[config.mk]
export PLATFORM = sky130hd
export DESIGN_NAME = ff_bank_ctrl
export DESIGN_NICKNAME = d
export VERILOG_FILES = /design/src/rtl/ff_bank_ctrl.sv
export SDC_FILE = /design/constraint.sdc
export NUM_CORES = 1
export LEC_CHECK = 0
export CAP_MARGIN = 40
export CORE_MARGIN = 2
export CORE_UTILIZATION = 40
export DETAILED_ROUTE_END_ITERATION = 10
export SLEW_MARGIN = 20
export SYNTH_ARGS = -nofsm -noshare
export SYNTH_HDL_FRONTEND = slang
export SYNTH_SLANG_ARGS = --single-unit
[constraint.sdc]
create_clock -name clk -period 4.6 [get_ports clk]
set_input_delay 0.69 -clock clk [delete_from_list [all_inputs] [get_ports clk]]
set_output_delay 0.69 -clock clk [all_outputs]
set_load 0.01 [all_outputs]
[src/rtl/ff_bank_ctrl.sv]
// ============================================================================
// Module   : ff_bank_ctrl
// Summary  : JK flip-flop bank controller for manual and auto-pattern modes.
//            Optional input synchronizers: define FF_BANK_SYNC_EN.
// Revision : 1.0  initial release
// ============================================================================
`default_nettype none

module ff_bank_ctrl #(
  parameter int WIDTH = 4,
  parameter int DEPTH = 8,
  parameter int DIV_W = 26
) (
  input  logic                       clk,
  input  logic                       reset,
  input  logic                       mode,
  input  logic                       btn_step,
  input  logic                       btn_run,
  input  logic [WIDTH-1:0]           sw_j,
  input  logic [WIDTH-1:0]           sw_k,
  output logic [WIDTH-1:0]           q,
  output logic [$clog2(DEPTH)-1:0]   step_idx,
  output logic                       running,
  output logic                       tick
);

  localparam int c_idx_w = $clog2(DEPTH);
  localparam logic [DIV_W-1:0] c_div_pre = {DIV_W{1'b1}} - DIV_W'(1);

  typedef enum logic [1:0] {
    S_IDLE  = 2'd0,
    S_RUN   = 2'd1,
    S_PAUSE = 2'd2
  } state_t;

  logic             w_mode;
  logic             w_btn_step;
  logic             w_btn_run;
  logic [WIDTH-1:0] w_sw_j;
  logic [WIDTH-1:0] w_sw_k;

`ifdef FF_BANK_SYNC_EN
  logic [1:0]       r_mode_sync;
  logic [1:0]       r_step_sync;
  logic [1:0]       r_run_sync;
  logic [WIDTH-1:0] r_j_sync1;
  logic [WIDTH-1:0] r_j_sync2;
  logic [WIDTH-1:0] r_k_sync1;
  logic [WIDTH-1:0] r_k_sync2;

  always_ff @(posedge clk) begin
    if (reset) begin
      r_mode_sync <= '0;
      r_step_sync <= '0;
      r_run_sync  <= '0;
      r_j_sync1   <= '0;
      r_j_sync2   <= '0;
      r_k_sync1   <= '0;
      r_k_sync2   <= '0;
    end else begin
      r_mode_sync <= {r_mode_sync[0], mode};
      r_step_sync <= {r_step_sync[0], btn_step};
      r_run_sync  <= {r_run_sync[0], btn_run};
      r_j_sync1   <= sw_j;
      r_j_sync2   <= r_j_sync1;
      r_k_sync1   <= sw_k;
      r_k_sync2   <= r_k_sync1;
    end
  end

  assign w_mode     = r_mode_sync[1];
  assign w_btn_step = r_step_sync[1];
  assign w_btn_run  = r_run_sync[1];
  assign w_sw_j     = r_j_sync2;
  assign w_sw_k     = r_k_sync2;
`else
  assign w_mode     = mode;
  assign w_btn_step = btn_step;
  assign w_btn_run  = btn_run;
  assign w_sw_j     = sw_j;
  assign w_sw_k     = sw_k;
`endif

  // Buttons are sampled once before edge detection, so an action lands one
  // edge after the button is first seen.
  logic r_step_smp;
  logic r_step_prev;
  logic r_run_smp;
  logic r_run_prev;
  logic w_step_rise;
  logic w_run_rise;

  always_ff @(posedge clk) begin
    if (reset) begin
      r_step_smp  <= 1'b0;
      r_step_prev <= 1'b0;
      r_run_smp   <= 1'b0;
      r_run_prev  <= 1'b0;
    end else begin
      r_step_smp  <= w_btn_step;
      r_step_prev <= r_step_smp;
      r_run_smp   <= w_btn_run;
      r_run_prev  <= r_run_smp;
    end
  end

  assign w_step_rise = r_step_smp & ~r_step_prev;
  assign w_run_rise  = r_run_smp & ~r_run_prev;

  logic [DIV_W-1:0] r_div;
  logic             r_tick;

  // tick is registered one count early so it is high while the count is all-ones
  always_ff @(posedge clk) begin
    if (reset) begin
      r_div  <= '0;
      r_tick <= 1'b0;
    end else begin
      r_div  <= r_div + DIV_W'(1);
      r_tick <= (r_div == c_div_pre);
    end
  end

  state_t             r_state;
  state_t             w_state_next;
  logic [WIDTH-1:0]   r_q;
  logic [c_idx_w-1:0] r_step_idx;
  logic [c_idx_w-1:0] w_idx_next;
  logic               r_running;
  logic               w_apply;
  logic               w_use_pat;
  logic [WIDTH-1:0]   w_pat_j;
  logic [WIDTH-1:0]   w_pat_k;
  logic [WIDTH-1:0]   w_cmd_j;
  logic [WIDTH-1:0]   w_cmd_k;
  logic [WIDTH-1:0]   w_q_cmd;

  assign w_cmd_j = w_use_pat ? w_pat_j : w_sw_j;
  assign w_cmd_k = w_use_pat ? w_pat_k : w_sw_k;

  // Pattern command code (s+i) mod 4 coincides with the {j,k} encoding.
  genvar gi;
  generate
    for (gi = 0; gi < WIDTH; gi++) begin : g_cell
      localparam logic [1:0] c_off = 2'(gi);
      assign {w_pat_j[gi], w_pat_k[gi]} = r_step_idx[1:0] + c_off;
      assign w_q_cmd[gi] = w_cmd_j[gi] ? (w_cmd_k[gi] ? ~r_q[gi] : 1'b1)
                                       : (w_cmd_k[gi] ? 1'b0 : r_q[gi]);
    end
  endgenerate

  always_comb begin
    w_state_next = r_state;
    w_apply      = 1'b0;
    w_use_pat    = 1'b0;
    w_idx_next   = r_step_idx;
    case (r_state)
      S_IDLE: begin
        if (w_step_rise) begin
          w_apply = 1'b1;
        end
        if (w_mode && w_run_rise) begin
          w_state_next = S_RUN;
        end
      end
      S_RUN: begin
        if (!w_mode) begin
          w_state_next = S_IDLE;
          w_idx_next   = '0;
        end else begin
          if (r_tick) begin
            w_apply    = 1'b1;
            w_use_pat  = 1'b1;
            w_idx_next = r_step_idx + c_idx_w'(1);
          end
          if (w_run_rise) begin
            w_state_next = S_PAUSE;
          end
        end
      end
      S_PAUSE: begin
        if (!w_mode) begin
          w_state_next = S_IDLE;
          w_idx_next   = '0;
        end else if (w_run_rise) begin
          w_state_next = S_RUN;
        end else if (w_step_rise) begin
          w_apply    = 1'b1;
          w_use_pat  = 1'b1;
          w_idx_next = r_step_idx + c_idx_w'(1);
        end
      end
      default: begin
        w_state_next = S_IDLE;
      end
    endcase
  end

  always_ff @(posedge clk) begin
    if (reset) begin
      r_state    <= S_IDLE;
      r_q        <= '0;
      r_step_idx <= '0;
      r_running  <= 1'b0;
    end else begin
      r_state    <= w_state_next;
      r_step_idx <= w_idx_next;
      r_running  <= (w_state_next == S_RUN);
      if (w_apply) begin
        r_q <= w_q_cmd;
      end
    end
  end

  assign q        = r_q;
  assign step_idx = r_step_idx;
  assign running  = r_running;
  assign tick     = r_tick;

endmodule

`default_nettype wire

**Word-level counts from Yosys, hierarchy flattened**

Cells that the tools add are included.
W data, S select, Z words.

- Flip-flop bits (word level): 41
- Latch bits: 0
- Bits in writable memories: 0
- Bits in read-only memories: 0
- Bits of input ports: 13
- Output and inout bits: 9
- Logic and storage cells: 78
- Memories: 0

- $add $sub $neg: 5
- $mul: 0
- Div/mod/pow operators: 0
- $lt $le $gt $ge: 0
- Eq/ne operators: 7
- Shift-type cells: 0
- Muxes and demuxes: 33
- Bitwise gates (word level): 8
- Reductions and logical operators: 12

Operator list:

| operator | count |
|---|---|
| $add A26 B1 Y26 const B | 1 |
| $eq A26 B26 Y1 const B | 1 |
| $mux W1 | 17 |
| $mux W3 | 5 |
| $mux W2 | 5 |
| $reduce_bool A2 Y1 | 5 |
| $ne A3 B3 Y1 const B | 3 |
| $mux W4 | 2 |
| $reduce_and A2 Y1 | 4 |
| $not A1 Y1 | 6 |
| $pmux W2 S3 | 1 |
| $pmux W3 S2 | 1 |
| $add A2 B2 Y2 const B | 2 |
| $eq A2 B1 Y1 const B | 2 |
| $reduce_and A4 Y1 | 1 |
| $add A3 B1 Y3 const B | 1 |
| $pmux W1 S3 | 1 |
| $add A2 B1 Y2 const B | 1 |
| $and A1 B1 Y1 | 2 |
| $eq A2 B2 Y1 const B | 1 |
| $logic_not A2 Y1 | 1 |
| $pmux W1 S2 | 1 |
| $logic_and A1 B1 Y1 | 1 |

**Depth between registers and ports, before layout**

Gate-level depths: netlist (run 1).

- Depth after elaboration: 9
- Depth in mapped cells: 7
- Gate-level depth less buffers: 7

**Worst setup path after synthesis (run 1)**

OpenSTA, ideal clock, no wires.

- Path type: input-to-reg
- Start: input mode
- End: register r_q[3], in the netlist q[3]
- Setup time: 0.070 ns
- Arrival: 2.039 ns
- Required time: 4.530 ns
- Path slack: 2.490 ns
- Cell stages on the path: 6
- Path buffers: 1
- Cells stage by stage: clkbuf_2 -> and4b_1 -> a31oi_4 -> nor2b_1 -> or4_1 -> a21oi_1

- Word-level cells in the longest chain between the ends: 5
- Elaborated cells on any way between the ends: 10
- Those cells by class: mux: 8; reduce/logical: 2

Ends and longest elaborated chain:

| element | RTL line | RTL |
|---|---|---|
| start, declared | 16 | `input logic mode,` |
| $mux W1 (on tied branches) | 182, 167 |  |
| $pmux W1 S2 | 157 | `case (r_state)` |
| $mux W4 (on tied branches) | 139, 138 |  |
| $mux W1 / $reduce_bool A2 Y1 (equally long branches) | -- |  |
| $mux W1 / $reduce_and A2 Y1 (equally long branches) | -- |  |
| end signal, assigned | 210 | `r_q <= w_q_cmd;` |
| end, declared | 126 | `logic [WIDTH-1:0] r_q;` |

Parallel ways exist; a longest one is shown, timed or not.
A chain may end at the register's enable or synchronous reset.

**Worst setup path in the final report (run 1)**

Ends and elaborated chain as after synthesis.

==> impl_metrics.tcl, run 1 <==
set metrics [dict create \
    status "completed" \
    critPathKind "input port to register" \
    final_util_pct 49.1 \
    rsz0062_at_grt "false" \
    yosys_warnings 0 \
    grt_pass1_vias 1435 \
    period_needed_ns 2.43 \
    vias_per_cell 5.02 \
    floorplan.initialDensity_pct 41.6 \
    cts_resized 0 \
    die-area_um2 5520 \
    antenna_found_initial 0 \
    wl_per_cell_um 11.6 \
    cts_buffer_depth 2 \
    area_growth_pct 18.2 \
    syn_inst 224 \
    postCtsSetupBuffers 0 \
    final_common_cell "dfxtp_1" \
    start_kind "input port" \
    cts_sinks 41 \
    worst-slew-pin-transition_ns 0.628 \
    path_clk_slew_ns 0.08 \
    grt_max_degree 25 \
    cts_buffers 5 \
    end_kind "register" \
    cp_slowest_cell "clkdlybuf4s50_1" \
    critical_path_arrival_ns 2.64 \
    hold_class "register to register" \
    synthArstFlopShare_pct 0 \
    vdd_drop_max_mv 0.140 \
    final_max_slew_viol_count 0 \
    final_layout_size_suffix_gt1_share_pct 7.76 \
    drtPass1Iterations 4 \
    syn_area_um2 1980 \
    ant_nets 0 \
    htree_levels 2 \
    diodes 0 \
    r2r_slack_ns 2.46 \
    tns_ns 0 \
    placed_cell_area_um2 2240 \
    powerDensity_nw_per_um2 282 \
    synth.avg_cell_area_um2 8.82 \
    nets 265 \
    io_buffers 21 \
    drc_errors 0 \
    crit_path_max_fanout 10 \
    max_clock_freq_mhz 411 \
    synth-seq-area-share_pct 41.5 \
    fin_worst_skew_ns 0.00514 \
    crit_required_ns 4.81 \
    maxSlewHeadroom_pct 58.0 \
    p_leak_uw 0.000861 \
    synth-main-ff-cell "dfxtp_1" \
    vias 1565 \
    gp_congestion 0.806 \
    worstSkewPairLatency_ns 0.29 \
    n_fill_cell 489 \
    first_iter_violations 52 \
    grt_pass1_wl_mm 6.30 \
    total_power_uw 658 \
    synth_fp_nets 244 \
    fin_crit_sh_pct 52.8 \
    fin_area_um2 2330 \
    overflow 0 \
    dieWidth_um 74.3 \
    synth_edf_count 0 \
    max_stage_delay_ns 0.56 \
    setup_viol 0 \
    io_pins 22 \
    routed_wl_mm 3.62 \
    die_y_um 74.3 \
    path_cells "clkdlybuf4s50_1, and4b_1, a31oi_4, nor2b_1, or4_1, a21oi_1" \
    whs_ns 0.452 \
    hold_violations 0 \
    hold_buffers 0 \
    synth-seq-cells 41 \
    cts_tree "done" \
    grt.total_usage_pct 14.7 \
    final_cell_mix "dfxtp_1, nor2_1, clkdlybuf4s50_1" \
    place_hpwl_mm 2.61 \
    placementRows 25 \
    max_cap_violations 0 \
    cts_root_buffer "clkbuf_8" \
    fp.coreArea_um2 4750 \
    synth_cell_types 41 \
]
[sequential cells by signal (all words and copies together) (netlist names)]
signal	flops
r_step_prev	1
step_idx	3
running	1
r_run_prev	1
r_div	26
r_step_smp	1
r_run_smp	1
tick	1
q	4
r_state	2
[critical path, delay by kind of cell]
kind / cells / cell delay [ns]
AND/OR/NAND/NOR: 3 / 0.87
buffers and inverters: 1 / 0.56
AO/OA/AOI/OAI: 2 / 0.51
[layer usage]
metal / part of all wire, % / global-route usage (%) / wire [um]
met4: 1.7 / 5.95 / 61
met2: 42 / 23.0 / 1510
met1: 51 / 19.5 / 1860
met5: 0 / 0 / 0
met3: 5.1 / 3.79 / 186
[cells in the mapped netlist (all sizes together) (3+ instances only)]
master / instances / share of area [%]
nor2b: 9 / 2.8
o21ai: 9 / 2.3
and2: 5 / 1.6
clkbuf: 7 / 1.4
nand4: 12 / 4.1
mux2i: 6 / 3.0
a21oi: 13 / 3.3
xor2: 16 / 7.1
inv: 6 / 1.1
nand3: 7 / 2.0
nor2: 31 / 5.9
xnor2: 3 / 1.3
or3: 7 / 2.3
nor3: 3 / 0.76
nand2b: 3 / 0.95
nand2: 15 / 2.8
nand3b: 5 / 1.9
dfxtp: 41 / 42
ha: 7 / 4.4
[through the flow]
step / setup WS [ns] / instances
global placement: 1.91 / 305
CTS: 2.20 / 312
finish: 2.17 / 312
global route: 2.07 / 312
detailed placement: 1.89 / 305
floorplan: 2.49 / 224
[layout make-up]
type                    instances  area (um^2)  share of cell area (%)
inverters                       6         22.5                   0.965
well taps                      67         83.8                    3.59
multi-input cells             169         1100                    47.1
clock inverters                 1         7.51                   0.322
flip-flops and latches         41          821                    35.2
clock buffers                   6         82.6                    3.54
repair buffers                 22          218                    9.32
[power breakdown]
part	total (uW)	internal (uW)	switching, uW	leakage, uW
logic	54.4	28.0	26.4	0.000485
clock network	235	118	117	0.0000433
registers	369	362	6.32	0.000332
[cell families after synthesis]
group / synth area share (%)
AO/OA/AOI/OAI: 8.87
adder cells (fa/ha/maj): 4.43
buffers and inverters: 2.79
multiplexers: 3.61
AND/OR/NAND/NOR: 30.3
XOR/XNOR: 8.42
flip-flops: 41.5
[final timing paths]
kind                            endpoint  cells after the start        from
worst min register to register      tick                      2   r_div[25]
worst max register to register      q[3]                      7  r_state[0]
worst max-delay path                q[3]                      6        mode
worst min-delay path                tick                      2   r_div[25]
(Power assumes the default switching activity.)
==> run 2: changes to the inputs <==
clock period = 2.25 ns   (was 4.6 ns; I/O delays follow)
==> impl_metrics.tcl, run 2 (synthesis results as in run 1) <==
set metrics [dict create \
    status "completed" \
    place_hpwl_mm 2.57 \
    area_growth_pct 21.1 \
    io_pins 22 \
    setup_viol 0 \
    top_register "r_div" \
    holdPathEnd "tick" \
    start_kind "register" \
    dieWidth_um 74.3 \
    vias 1541 \
    r2r_end "q[0]" \
    overflow 0 \
    critPathKind "register to register" \
    cts_resized 0 \
    r2r-start "r_state[0]" \
    maxSlewHeadroom_pct 73.1 \
    hold_class "register to register" \
    r2r_slack_ns 0.22 \
    floorplan.initialDensity_pct 41.6 \
    grt_pass1_vias 1409 \
    nets 271 \
    fp.coreArea_um2 4750 \
    cts_buffers 5 \
    max_stage_delay_ns 0.40 \
    cp_slowest_cell "dfxtp_1" \
    powerDensity_nw_per_um2 565 \
    crit_required_ns 2.48 \
    antenna_found_initial 0 \
    finalNonFillerCells 318 \
    placed_cells 311 \
    period_needed_ns 2.03 \
    fin_worst_skew_ns 0.00639 \
    hold_violations 0 \
    drtPass1Iterations 4 \
    grt_pass1_wl_mm 6.18 \
    critical_path_arrival_ns 2.26 \
    p_leak_uw 0.000895 \
    routed_wl_mm 3.69 \
    path_cells "inv_1, ha_1, and4_1, a31oi_4, buf_4, mux2i_1, or3_1, a21oi_1" \
    die_y_um 74.3 \
    final_common_cell "dfxtp_1" \
    cts_buffer_depth 2 \
    final_max_slew_viol_count 0 \
    cts_root_buffer "clkbuf_8" \
    drc_errors 0 \
    placed_cell_area_um2 2300 \
    tns_ns 0 \
    final_layout_size_suffix_gt1_share_pct 9.96 \
    end_kind "register" \
    min_from "r_div[25]" \
    htree_levels 2 \
    diodes 0 \
    hold_path_depth 2 \
    vias_per_cell 4.85 \
    io_buffers 21 \
    path_clk_slew_ns 0.08 \
    gp_congestion 0.761 \
    r2r_cells 8 \
    cts_tree "done" \
    ant_nets 0 \
    fin_area_um2 2390 \
    largest_reg_flops 26 \
    max_cap_violations 0 \
    cts_sinks 41 \
    grt.total_usage_pct 14.5 \
    worstSkewPairLatency_ns 0.29 \
    rsz0062_at_grt "false" \
    first_iter_violations 57 \
    grt_max_degree 41 \
    max_clock_freq_mhz 492 \
    wl_per_cell_um 11.6 \
    postCtsSetupBuffers 0 \
    die-area_um2 5520 \
    fin_crit_sh_pct 90.3 \
    hold_buffers 0 \
    total_power_uw 1350 \
    placementRows 25 \
    vdd_drop_max_mv 0.388 \
    crit_path_max_fanout 6 \
    worst-slew-pin-transition_ns 0.404 \
    final_cell_mix "dfxtp_1, nor2_1, clkdlybuf4s50_1" \
]
-- run 2: cell types whose count changed in the layout (fill, tap and decap cells not counted) --
| cell | delta |
|---|---|
| buf_12 | +1 |
| buf_4 | +5 |
-- run 2: critical path: cells and delay by family, from the launching register on --
kind | cells | cell delay (ns)
muxes | 1 | 0.06
and+or+nand+nor | 2 | 0.54
buffers and inverters | 2 | 0.27
adders and majority gates | 1 | 0.34
DFF | 1 | 0.40
AOI/OAI and AO/OA | 2 | 0.35
-- run 2: how the worst max path moves through the flow --
stage,start,endpoint,slack [ns]
6_report,r_state[0],q[0],0.22
5_1_grt,r_state[0],q[0],0.08
4_1_cts,r_state[0],q[0],0.19
3_5_place_dp,mode,q[3],0.13
3_3_place_gp,mode,q[3],0.16
2_1_floorplan,r_state[0],q[3],0.27
-- run 2: layout make-up --
| cell class | count | area (um^2) |
|---|---|---|
| Multi-Input combinational cell | 169 | 1100 |
| Fill cell | 476 | 2360 |
| Clock inverter | 1 | 7.51 |
| Sequential cell | 41 | 821 |
| Inverter | 6 | 22.5 |
| Clock buffer | 6 | 82.6 |
| Timing Repair Buffer | 28 | 275 |
| Tap cell | 67 | 83.8 |
-- run 2: per-layer routing --
metal / GRT usage, % / part of all wire [%] / vias up
met1: 19.5 / 52 / 685
met5: 0 / 0 / -
met2: 21.8 / 42 / 24
met4: 5.95 / 1.7 / 0
li1: - / - / 827
met3: 4.20 / 4.0 / 5
-- run 2: per-stage QoR --
stage,setup slack [ns],hold slack (ns),utilization (%)
2_1_floorplan,0.266,0.420,-
3_3_place_gp,0.159,0.442,48.4
3_5_place_dp,0.125,0.453,48.4
4_1_cts,0.195,0.466,50.3
5_1_grt,0.0780,0.494,50.3
6_report,0.217,0.461,50.3
-- run 2: power by group --
part           internal, uW  total (uW)  switching, uW  leakage (uW)
sequential              741         754           13.1      0.000332
clock                   242         480            238     0.0000433
combinational          62.0         118           55.7      0.000519
==> run 3: changes to the inputs <==
TNS_END_PERCENT = 5   (was default)
==> results of run 3 <==
Final layout, timing and power as in run 2 (identical DEF).
